[src/rtl/deinterleaver_pkg.sv]
// Shared sizes and write-side state encoding for the block deinterleaver.
package deinterleaver_pkg;

    localparam logic [6:0] N_SIG  = 7'd48;
    localparam logic [6:0] N_DATA = 7'd96;
    localparam logic [6:0] COLS   = 7'd16;

    typedef enum logic [1:0] {
        IDLE = 2'd0,
        SIG  = 2'd1,
        DATA = 2'd2
    } wr_state_e;

endpackage

[src/rtl/deinterleaver_index_map.sv]
// Read address for output bit k of an N-bit block: (N/16)*(k mod 16) + k/16.
module deint_index_map
    import deinterleaver_pkg::*;
(
    input  logic [6:0] n,
    input  logic [6:0] k,
    output logic [6:0] i
);

    // Largest value is 6*15+5 = 95, so 7 bits never overflow.
    always_comb begin
        i = ((n / COLS) * (k % COLS)) + (k / COLS);
    end

endmodule

[src/rtl/deinterleaver.sv]
// Ping-pong block deinterleaver (48-bit SIGNAL, then 96-bit DATA blocks); drain starts one edge after the last bit.
// DEINT_BLOCK_FLAGS_EN adds out_sob / out_sig block markers.
module deinterleaver
    import deinterleaver_pkg::*;
(
    input  logic clk,
    input  logic reset,
    input  logic in,
    input  logic in_valid,
    input  logic sof,
    output logic out,
    output logic out_valid
`ifdef DEINT_BLOCK_FLAGS_EN
    ,
    output logic out_sob,
    output logic out_sig
`endif
);

    wr_state_e   state_q, state_d;
    logic [6:0]  wcnt_q, wcnt_d;
    logic        wsel_q, wsel_d;
    logic [95:0] buf0_q, buf0_d;
    logic [95:0] buf1_q, buf1_d;

    logic        rd_act_q, rd_act_d;
    logic [6:0]  rcnt_q, rcnt_d;
    logic        rd_sel_q, rd_sel_d;
    logic        rd_sig_q, rd_sig_d;
    logic        out_q, out_d;
    logic        out_valid_q, out_valid_d;

    logic        restart;
    logic        wr_en;
    logic        blk_done;
    logic [6:0]  wr_n;
    logic [6:0]  wr_addr;
    logic [6:0]  rd_n;
    logic [6:0]  rd_idx;
    logic        rd_bit;

    assign wr_n     = (state_q == SIG) ? N_SIG : N_DATA;
    assign restart  = in_valid & sof;
    assign wr_en    = in_valid & (sof | (state_q != IDLE));
    assign wr_addr  = sof ? 7'd0 : wcnt_q;
    // A sof bit always reopens SIGNAL, so it can never complete a block.
    assign blk_done = in_valid & ~sof & (state_q != IDLE) & (wcnt_q == (wr_n - 7'd1));

    assign rd_n   = rd_sig_q ? N_SIG : N_DATA;
    assign rd_bit = rd_sel_q ? buf1_q[rd_idx] : buf0_q[rd_idx];

    deint_index_map u_map (
        .n (rd_n),
        .k (rcnt_q),
        .i (rd_idx)
    );

    always_comb begin
        state_d = state_q;
        wcnt_d  = wcnt_q;
        wsel_d  = wsel_q;
        buf0_d  = buf0_q;
        buf1_d  = buf1_q;
        if (wr_en) begin
            if (wsel_q) buf1_d[wr_addr] = in;
            else        buf0_d[wr_addr] = in;
        end
        if (restart) begin
            state_d = SIG;
            wcnt_d  = 7'd1;
        end else if (blk_done) begin
            state_d = DATA;
            wcnt_d  = 7'd0;
            wsel_d  = ~wsel_q;
        end else if (wr_en) begin
            wcnt_d  = wcnt_q + 7'd1;
        end
    end

    always_comb begin
        rd_act_d    = rd_act_q;
        rcnt_d      = rcnt_q;
        rd_sel_d    = rd_sel_q;
        rd_sig_d    = rd_sig_q;
        out_d       = 1'b0;
        out_valid_d = 1'b0;
        if (rd_act_q) begin
            out_d       = rd_bit;
            out_valid_d = 1'b1;
            rcnt_d      = rcnt_q + 7'd1;
            if (rcnt_q == (rd_n - 7'd1)) rd_act_d = 1'b0;
        end
        // A new block taking over on the old drain's last edge gives back-to-back output.
        if (blk_done) begin
            rd_act_d = 1'b1;
            rcnt_d   = 7'd0;
            rd_sel_d = wsel_q;
            rd_sig_d = (state_q == SIG);
        end
        if (restart) begin
            rd_act_d    = 1'b0;
            out_d       = 1'b0;
            out_valid_d = 1'b0;
        end
    end

    always_ff @(posedge clk or posedge reset) begin
        if (reset) begin
            state_q     <= IDLE;
            wcnt_q      <= 7'd0;
            wsel_q      <= 1'b0;
            rd_act_q    <= 1'b0;
            rcnt_q      <= 7'd0;
            rd_sel_q    <= 1'b0;
            rd_sig_q    <= 1'b0;
            out_q       <= 1'b0;
            out_valid_q <= 1'b0;
        end else begin
            state_q     <= state_d;
            wcnt_q      <= wcnt_d;
            wsel_q      <= wsel_d;
            rd_act_q    <= rd_act_d;
            rcnt_q      <= rcnt_d;
            rd_sel_q    <= rd_sel_d;
            rd_sig_q    <= rd_sig_d;
            out_q       <= out_d;
            out_valid_q <= out_valid_d;
        end
    end

    always_ff @(posedge clk) begin
        buf0_q <= buf0_d;
        buf1_q <= buf1_d;
    end

    assign out       = out_q;
    assign out_valid = out_valid_q;

`ifdef DEINT_BLOCK_FLAGS_EN
    logic out_sob_q, out_sob_d;
    logic out_sig_q, out_sig_d;

    always_comb begin
        out_sob_d = out_valid_d & (rcnt_q == 7'd0);
        out_sig_d = out_valid_d & rd_sig_q;
    end

    always_ff @(posedge clk or posedge reset) begin
        if (reset) begin
            out_sob_q <= 1'b0;
            out_sig_q <= 1'b0;
        end else begin
            out_sob_q <= out_sob_d;
            out_sig_q <= out_sig_d;
        end
    end

    assign out_sob = out_sob_q;
    assign out_sig = out_sig_q;
`endif

endmodule

[config.mk]
export PLATFORM = sky130hd
export DESIGN_NAME = deinterleaver
export DESIGN_NICKNAME = d
export VERILOG_FILES = /design/src/rtl/deinterleaver_pkg.sv /design/src/rtl/deinterleaver_index_map.sv /design/src/rtl/deinterleaver.sv
export SDC_FILE = /design/constraint.sdc
export NUM_CORES = 1
export LEC_CHECK = 0
export ABC_AREA = 0
export CELL_PAD_IN_SITES_DETAIL_PLACEMENT = 0
export CELL_PAD_IN_SITES_GLOBAL_PLACEMENT = 1
export CORE_ASPECT_RATIO = 1.25
export CORE_MARGIN = 2
export CORE_UTILIZATION = 53
export DETAILED_ROUTE_END_ITERATION = 6
export PLACE_DENSITY_LB_ADDON = 0.1
export SLEW_MARGIN = 10
export SYNTH_ARGS = -nofsm -noshare
export SYNTH_HDL_FRONTEND = slang
export SYNTH_SLANG_ARGS = --single-unit
[constraint.sdc]
create_clock -name clk -period 4.48 [get_ports clk]
set_input_delay 1.12 -clock clk [delete_from_list [all_inputs] [get_ports clk]]
set_output_delay 1.12 -clock clk [all_outputs]
set_load 0.01 [all_outputs]
== Word level (Yosys, flattened, before mapping) ==
Index checks and enable logic that the tools add are counted.
Widths: inputs -> output; s select.

* Eq/ne operators: 3
* Bitwise logic cells: 9
* Magnitude comparators: 3
* $add $sub $neg: 5
* Reduce and logical (&&, ||, !) cells: 8
* Multiply operators: 1
* Multiplexer cells: 27

{| class="wikitable"
|+ Operator list
! kind !! number
|-
| $bwmux 96 || 2
|-
| $mux 7 || 8
|-
| $lt 7x8->1 const B || 2
|-
| $add 7x1->7 const B || 2
|-
| $bmux 1 s7 || 2
|-
| $eq 7x7->1 || 2
|-
| $sub 7x1->7 const B || 2
|-
| $mux 1 || 12
|-
| $add 7x3->7 || 1
|-
| $demux 1 s7 || 1
|-
| $ge 7x1->1 const B || 1
|-
| $mul 3x4->7 || 1
|-
| $reduce_and 2->1 || 3
|-
| $reduce_bool 2->1 || 3
|-
| $and 1x1->1 || 5
|-
| $mux 2 || 2
|-
| $not 1->1 || 3
|-
| $reduce_bool 3->1 || 1
|-
| $eq 2x1->1 const B || 1
|-
| $logic_and 1x1->1 || 1
|-
| $or 1x1->1 || 1
|}

* Bits in registers: 214
* Logic and storage cells: 67

== Longest topological paths before layout ==
* Word-level depth: 8
* Depth in mapped cells: 15
* Mapped depth without buffers: 14

== Modules after synthesis ==
A second synthesis with hierarchy kept.

* Cell total of the unflattened synthesis: 729
* Area total of the unflattened synthesis: 9771.9 µm²

{| class="wikitable"
|+ By module, submodules not included
! module !! sequential area each (µm²) !! times used !! cells each !! area an instance (µm²)
|-
| deinterleaver || 6316.1 || 1 || 680 || 9352.7
|-
| deint_index_map || 0.0 || 1 || 49 || 419.2
|}

== Least setup slack after synthesis ==
Ideal clock, no wire load.

* Path type: flip-flop to flip-flop
* From: register rd_sig_q
* To: register out_q (netlist: out)
* Arrival: 3.620 ns
* Slack: 0.732 ns
* Library setup time: 0.129 ns
* Data required time: 4.351 ns
* Path buffers: 1
* Clock period less this slack: 3.748 ns
* Stages on the path, launching flop included: 14
* Cells stage by stage: dfrtp_1 > inv_1 > nand2_1 > fa_1 > inv_1 > fa_1 > inv_1 > fa_1 > buf_1 > or3b_4 > o221a_1 > o21a_1 > a221oi_2 > o22ai_1

* Longest elaborated chain between the ends: 8
* Elaborated cells on any way between the ends: 10
* Classes of those cells: 1 x add/sub; 1 x mul; 8 x mux

{| class="wikitable"
|+ RTL lines
! item !! line !! RTL
|-
| from (decl) || deinterleaver.sv:29 || <nowiki>logic rd_sig_q, rd_sig_d;</nowiki>
|-
| from (signal assigned) || deinterleaver.sv:125 || <nowiki>rd_sig_q <= rd_sig_d;</nowiki>
|-
| $mux 7 * || deinterleaver.sv:49 || <nowiki>assign rd_n = rd_sig_q ? N_SIG : N_DATA;</nowiki>
|-
| $mul 3x4->7 * || deinterleaver_index_map.sv:12 || <nowiki>i = ((n / COLS) * (k % COLS)) + (k / COLS);</nowiki>
|-
| $add 7x3->7 * || deinterleaver_index_map.sv:12 ||
|-
| $bmux 1 s7 || deinterleaver.sv:50 || <nowiki>assign rd_bit = rd_sel_q ? buf1_q[rd_idx] : buf0_q[rd_idx];</nowiki>
|-
| $mux 1 (not written as such) || deinterleaver.sv:50 ||
|-
| $mux 1 * || deinterleaver.sv:50 ||
|-
| $mux 1 * || deinterleaver.sv:87 || <nowiki>if (rd_act_q) begin</nowiki>
|-
| $mux 1 * || deinterleaver.sv:100 || <nowiki>if (restart) begin</nowiki>
|-
| via out_d || deinterleaver.sv:30 || <nowiki>logic out_q, out_d;</nowiki>
|-
| to (signal assigned) || deinterleaver.sv:126 || <nowiki>out_q <= out_d;</nowiki>
|-
| to (decl) || deinterleaver.sv:30 ||
|}

The timed path passes the listed nets; every way through them passes the cells marked *. The select of a mux whose other input is x is not followed.
A chain may end at the register's enable or synchronous reset.

== Worst setup path in the final report ==
Ends and elaborated chain as after synthesis.

==> out/summary.txt <==
final-report setup violation count: 0
status: finished, final reports clean
DIE HEIGHT: 156 um
Area Overhead vs Synth: 10.5%
number of nets in the synthesized netlist: 770
routed via count divided by cell count: 6.04
Max H-tree Level: 1
startpoint class of the critical path: flip-flop
number of buffers created by CTS: 24
final sum of negative setup slack: 0 ns
CP cell instances: inv_1, nand2_1, fa_1, inv_1, fa_1, inv_1, fa_1, xor2_1, buf_4, nor2_1, a22oi_1, o2111ai_1, nand4_1, o32a_1, o22ai_1
netlist area before placement: 9850 sq um
Via Count: 5972
maximum clock frequency: 0.253 GHz
Hold-fix buffers, CTS: 0
total routed wirelength: 22.8 mm
leakage power: 0.00349 uW
antenna cell count: 0
Worst Setup Path Type: reg -> reg
Skew-Pair Late Insertion Delay: 0.50 ns
measured slew at the worst slew-check pin: 0.899 ns
count of state elements after synthesis: 214
fin util: 59.9%
worst-path cell with the longest stage delay: sky130_fd_sc_hd__fa_1
drt first-iter violations: 630
Layout Cells excl Fill: 989
Syn. warnings: 0
average routed wire per standard cell: 23.0 um
post-detailed-placement cell area: 10100 sq um
number of nets at the end of the flow: 767
total grt overflow: 0
peak ir drop on the vdd network: 447 uV
dominant cells by area after synthesis: sky130_fd_sc_hd__edfxtp_1, sky130_fd_sc_hd__mux4_2, sky130_fd_sc_hd__nor2_1, sky130_fd_sc_hd__dfrtp_1, sky130_fd_sc_hd__ha_1
dominant register cell in the synthesized netlist: sky130_fd_sc_hd__edfxtp_1
area enclosed by the die boundary: 19700 sq um
Max clock buf depth: 3
commonest non-fill, non-tap cell in the layout: sky130_fd_sc_hd__nor2_1
filler instances: 1437
sequential cell area: 6320 sq um
number of flops mapped to enable cells by yosys: 192
power density of the placed cells: 382 nW/um^2
Post-CTS Setup Inserts: 0
WP data arrival: 4.37 ns
commonest cells after routing, fill and taps aside: sky130_fd_sc_hd__nor2_1, sky130_fd_sc_hd__edfxtp_1, sky130_fd_sc_hd__mux4_2, sky130_fd_sc_hd__nand2_1, sky130_fd_sc_hd__clkbuf_16
DRC: 0
clk sinks: 214
Req. time, crit path: 4.89 ns
synthesized netlist cell count: 747
antenna violations before repair: 0
TritonCTS clock tree: yes
number of pins exceeding their max-slew limit in the final report: 0
number of top-level pins: 7
layout cells sized above 1: 13.9%
count of maximum capacitance violations: 0
hold crit path type: reg -> reg
clock slew seen by the registers of the worst setup and hold paths: 0.06 ns
Register-to-Register Setup Slack: 0.52 ns
area fraction of the dominant cell type after synthesis: 58.5%
final weighted congestion of routability-driven global placement: 0.910
area of the placeable core: 18200 sq um
vias in the first global route: 6110
setup skew after layout: 0.00907 ns
wire length of the first global-routing pass: 35.5 mm
ratio of final minimum period to clock period: 88.3%
DRT antenna net count: 0
die width: 126 um
top cell type by total area after synthesis: sky130_fd_sc_hd__edfxtp_1
aggregate global-route resource usage: 24.0%
Final Hold Viols: 0
largest fanout on the critical path: 17
number of different library cells in the post-synthesis netlist: 52
cell total after placement: 946
multi-input logic area: 3290 sq um
proportion of register bits with asynchronous set or reset after synthesis: 10.3%
delay of the slowest cell on the worst path: 0.54 ns
worst hold margin: 0.597 ns
clock root cell: sky130_fd_sc_hd__clkbuf_16
length of the first detailed-routing pass in iterations: 5
RSZ-0062 raised after global routing: no
share of synthesized area occupied by flip-flops and latches: 64.1%
effective utilization at floorplan: 54.2%
kind of end point of the critical path: flip-flop
Final Critical Period: 3.96 ns
quantity of I/O buffers inserted on ports: 6
headroom to the max-slew limit: 40.1%
Final HPWL DP: 14.6 mm
Site Rows: 55
area of all placed cells without fillers: 10900 sq um
Syn Area/Cell: 13.2 sq um
Post-CTS Resized: 0
largest net degree at the start of global routing: 107
[state kept, by name, summed over array words and instances (netlist names)]
| name | flops |
|---|---|
| buf0_q | 96 |
| buf1_q | 96 |
| rcnt_q | 7 |
| wcnt_q | 7 |
| state_q | 2 |
| out | 1 |
| out_valid | 1 |
| rd_act_q | 1 |
| rd_sel_q | 1 |
| rd_sig_q | 1 |
| wsel_q | 1 |
[cells in the mapped netlist (6+ instances only)]
| master | instances |
|---|---|
| sky130_fd_sc_hd__nand3_1 | 18 |
| sky130_fd_sc_hd__nor2b_1 | 8 |
| sky130_fd_sc_hd__nand2_1 | 39 |
| sky130_fd_sc_hd__o21ai_0 | 6 |
| sky130_fd_sc_hd__ha_1 | 14 |
| sky130_fd_sc_hd__dfrtp_1 | 22 |
| sky130_fd_sc_hd__inv_1 | 15 |
| sky130_fd_sc_hd__xor2_1 | 8 |
| sky130_fd_sc_hd__nand4_1 | 11 |
| sky130_fd_sc_hd__clkbuf_1 | 37 |
| sky130_fd_sc_hd__edfxtp_1 | 192 |
| sky130_fd_sc_hd__nor2_1 | 235 |
| sky130_fd_sc_hd__nor3_1 | 7 |
| sky130_fd_sc_hd__mux4_2 | 48 |
| sky130_fd_sc_hd__mux2i_1 | 9 |
| sky130_fd_sc_hd__xnor2_1 | 7 |
[kinds of logic (layout without fill, tap and decap cells)]
| kind of cell | Yosys count | count (layout) | synth area share [%] |
|---|---|---|---|
| adder cells (fa/ha/maj) | 18 | 18 | 2.59 |
| AO/OA/AOI/OAI | 37 | 37 | 2.76 |
| buffers and inverters | 66 | 80 | 2.73 |
| AND/OR/NAND/NOR | 339 | 339 | 14.5 |
| XOR/XNOR | 15 | 15 | 1.33 |
| flip-flops | 214 | 214 | 64.1 |
| multiplexers | 58 | 58 | 12.0 |
[final cells by class]
type / count / area share, %
Clock inverter: 13 / 0.966
Tap cell: 228 / 2.62
Clock buffer: 30 / 5.92
Timing Repair Buffer: 22 / 1.75
Multi-Input combinational cell: 467 / 30.2
Sequential cell: 214 / 58.0
Inverter: 15 / 0.517
[per-layer routing]
layer / share of wire (%) / track usage (%) / vias up
li1: - / - / 2692
met2: 50 / 41.4 / 179
met3: 5.3 / 3.59 / 41
met5: 0 / 0 / -
met1: 41 / 31.6 / 3060
met4: 3.0 / 7.85 / 0
[report_power, final]
group,total [uW],internal (uW),switching [uW]
combinational,84.5,18.8,65.7
clock,1870,1120,747
sequential,2200,2180,18.0
[path summary, 6_finish.rpt]
check	startpoint	endpoint	depth (start not counted)
max in group asynchronous	reset	rd_sig_q	2
worst min register to register	state_q[1]	state_q[1]	1
min in group asynchronous	reset	wcnt_q[4]	2
worst min-delay path	state_q[1]	state_q[1]	1
worst max register to register	rd_sig_q	out	15
worst max-delay path	rd_sig_q	out	15
[critical path, delay by kind of cell (launching register included)]
| family | cells | cell delay, ns |
|---|---|---|
| AOI/OAI and AO/OA | 4 | 0.78 |
| xor gates and xnor gates | 1 | 0.19 |
| adders and majority gates | 3 | 1.56 |
| buffers and inverters | 4 | 0.48 |
| DFF | 1 | 0.43 |
| and+or+nand+nor | 3 | 0.43 |
[through the flow]
| stage | setup slack [ns] | total power, uW |
|---|---|---|
| 3_3_place_gp | 0.698 | 2320 |
| 6_report | 0.524 | 4160 |
| 5_1_grt | 0.265 | 4270 |
| 3_5_place_dp | 0.575 | 2330 |
| 4_1_cts | 0.533 | 4180 |
| 2_1_floorplan | 0.732 | 2280 |
(Power assumes the default switching activity.)
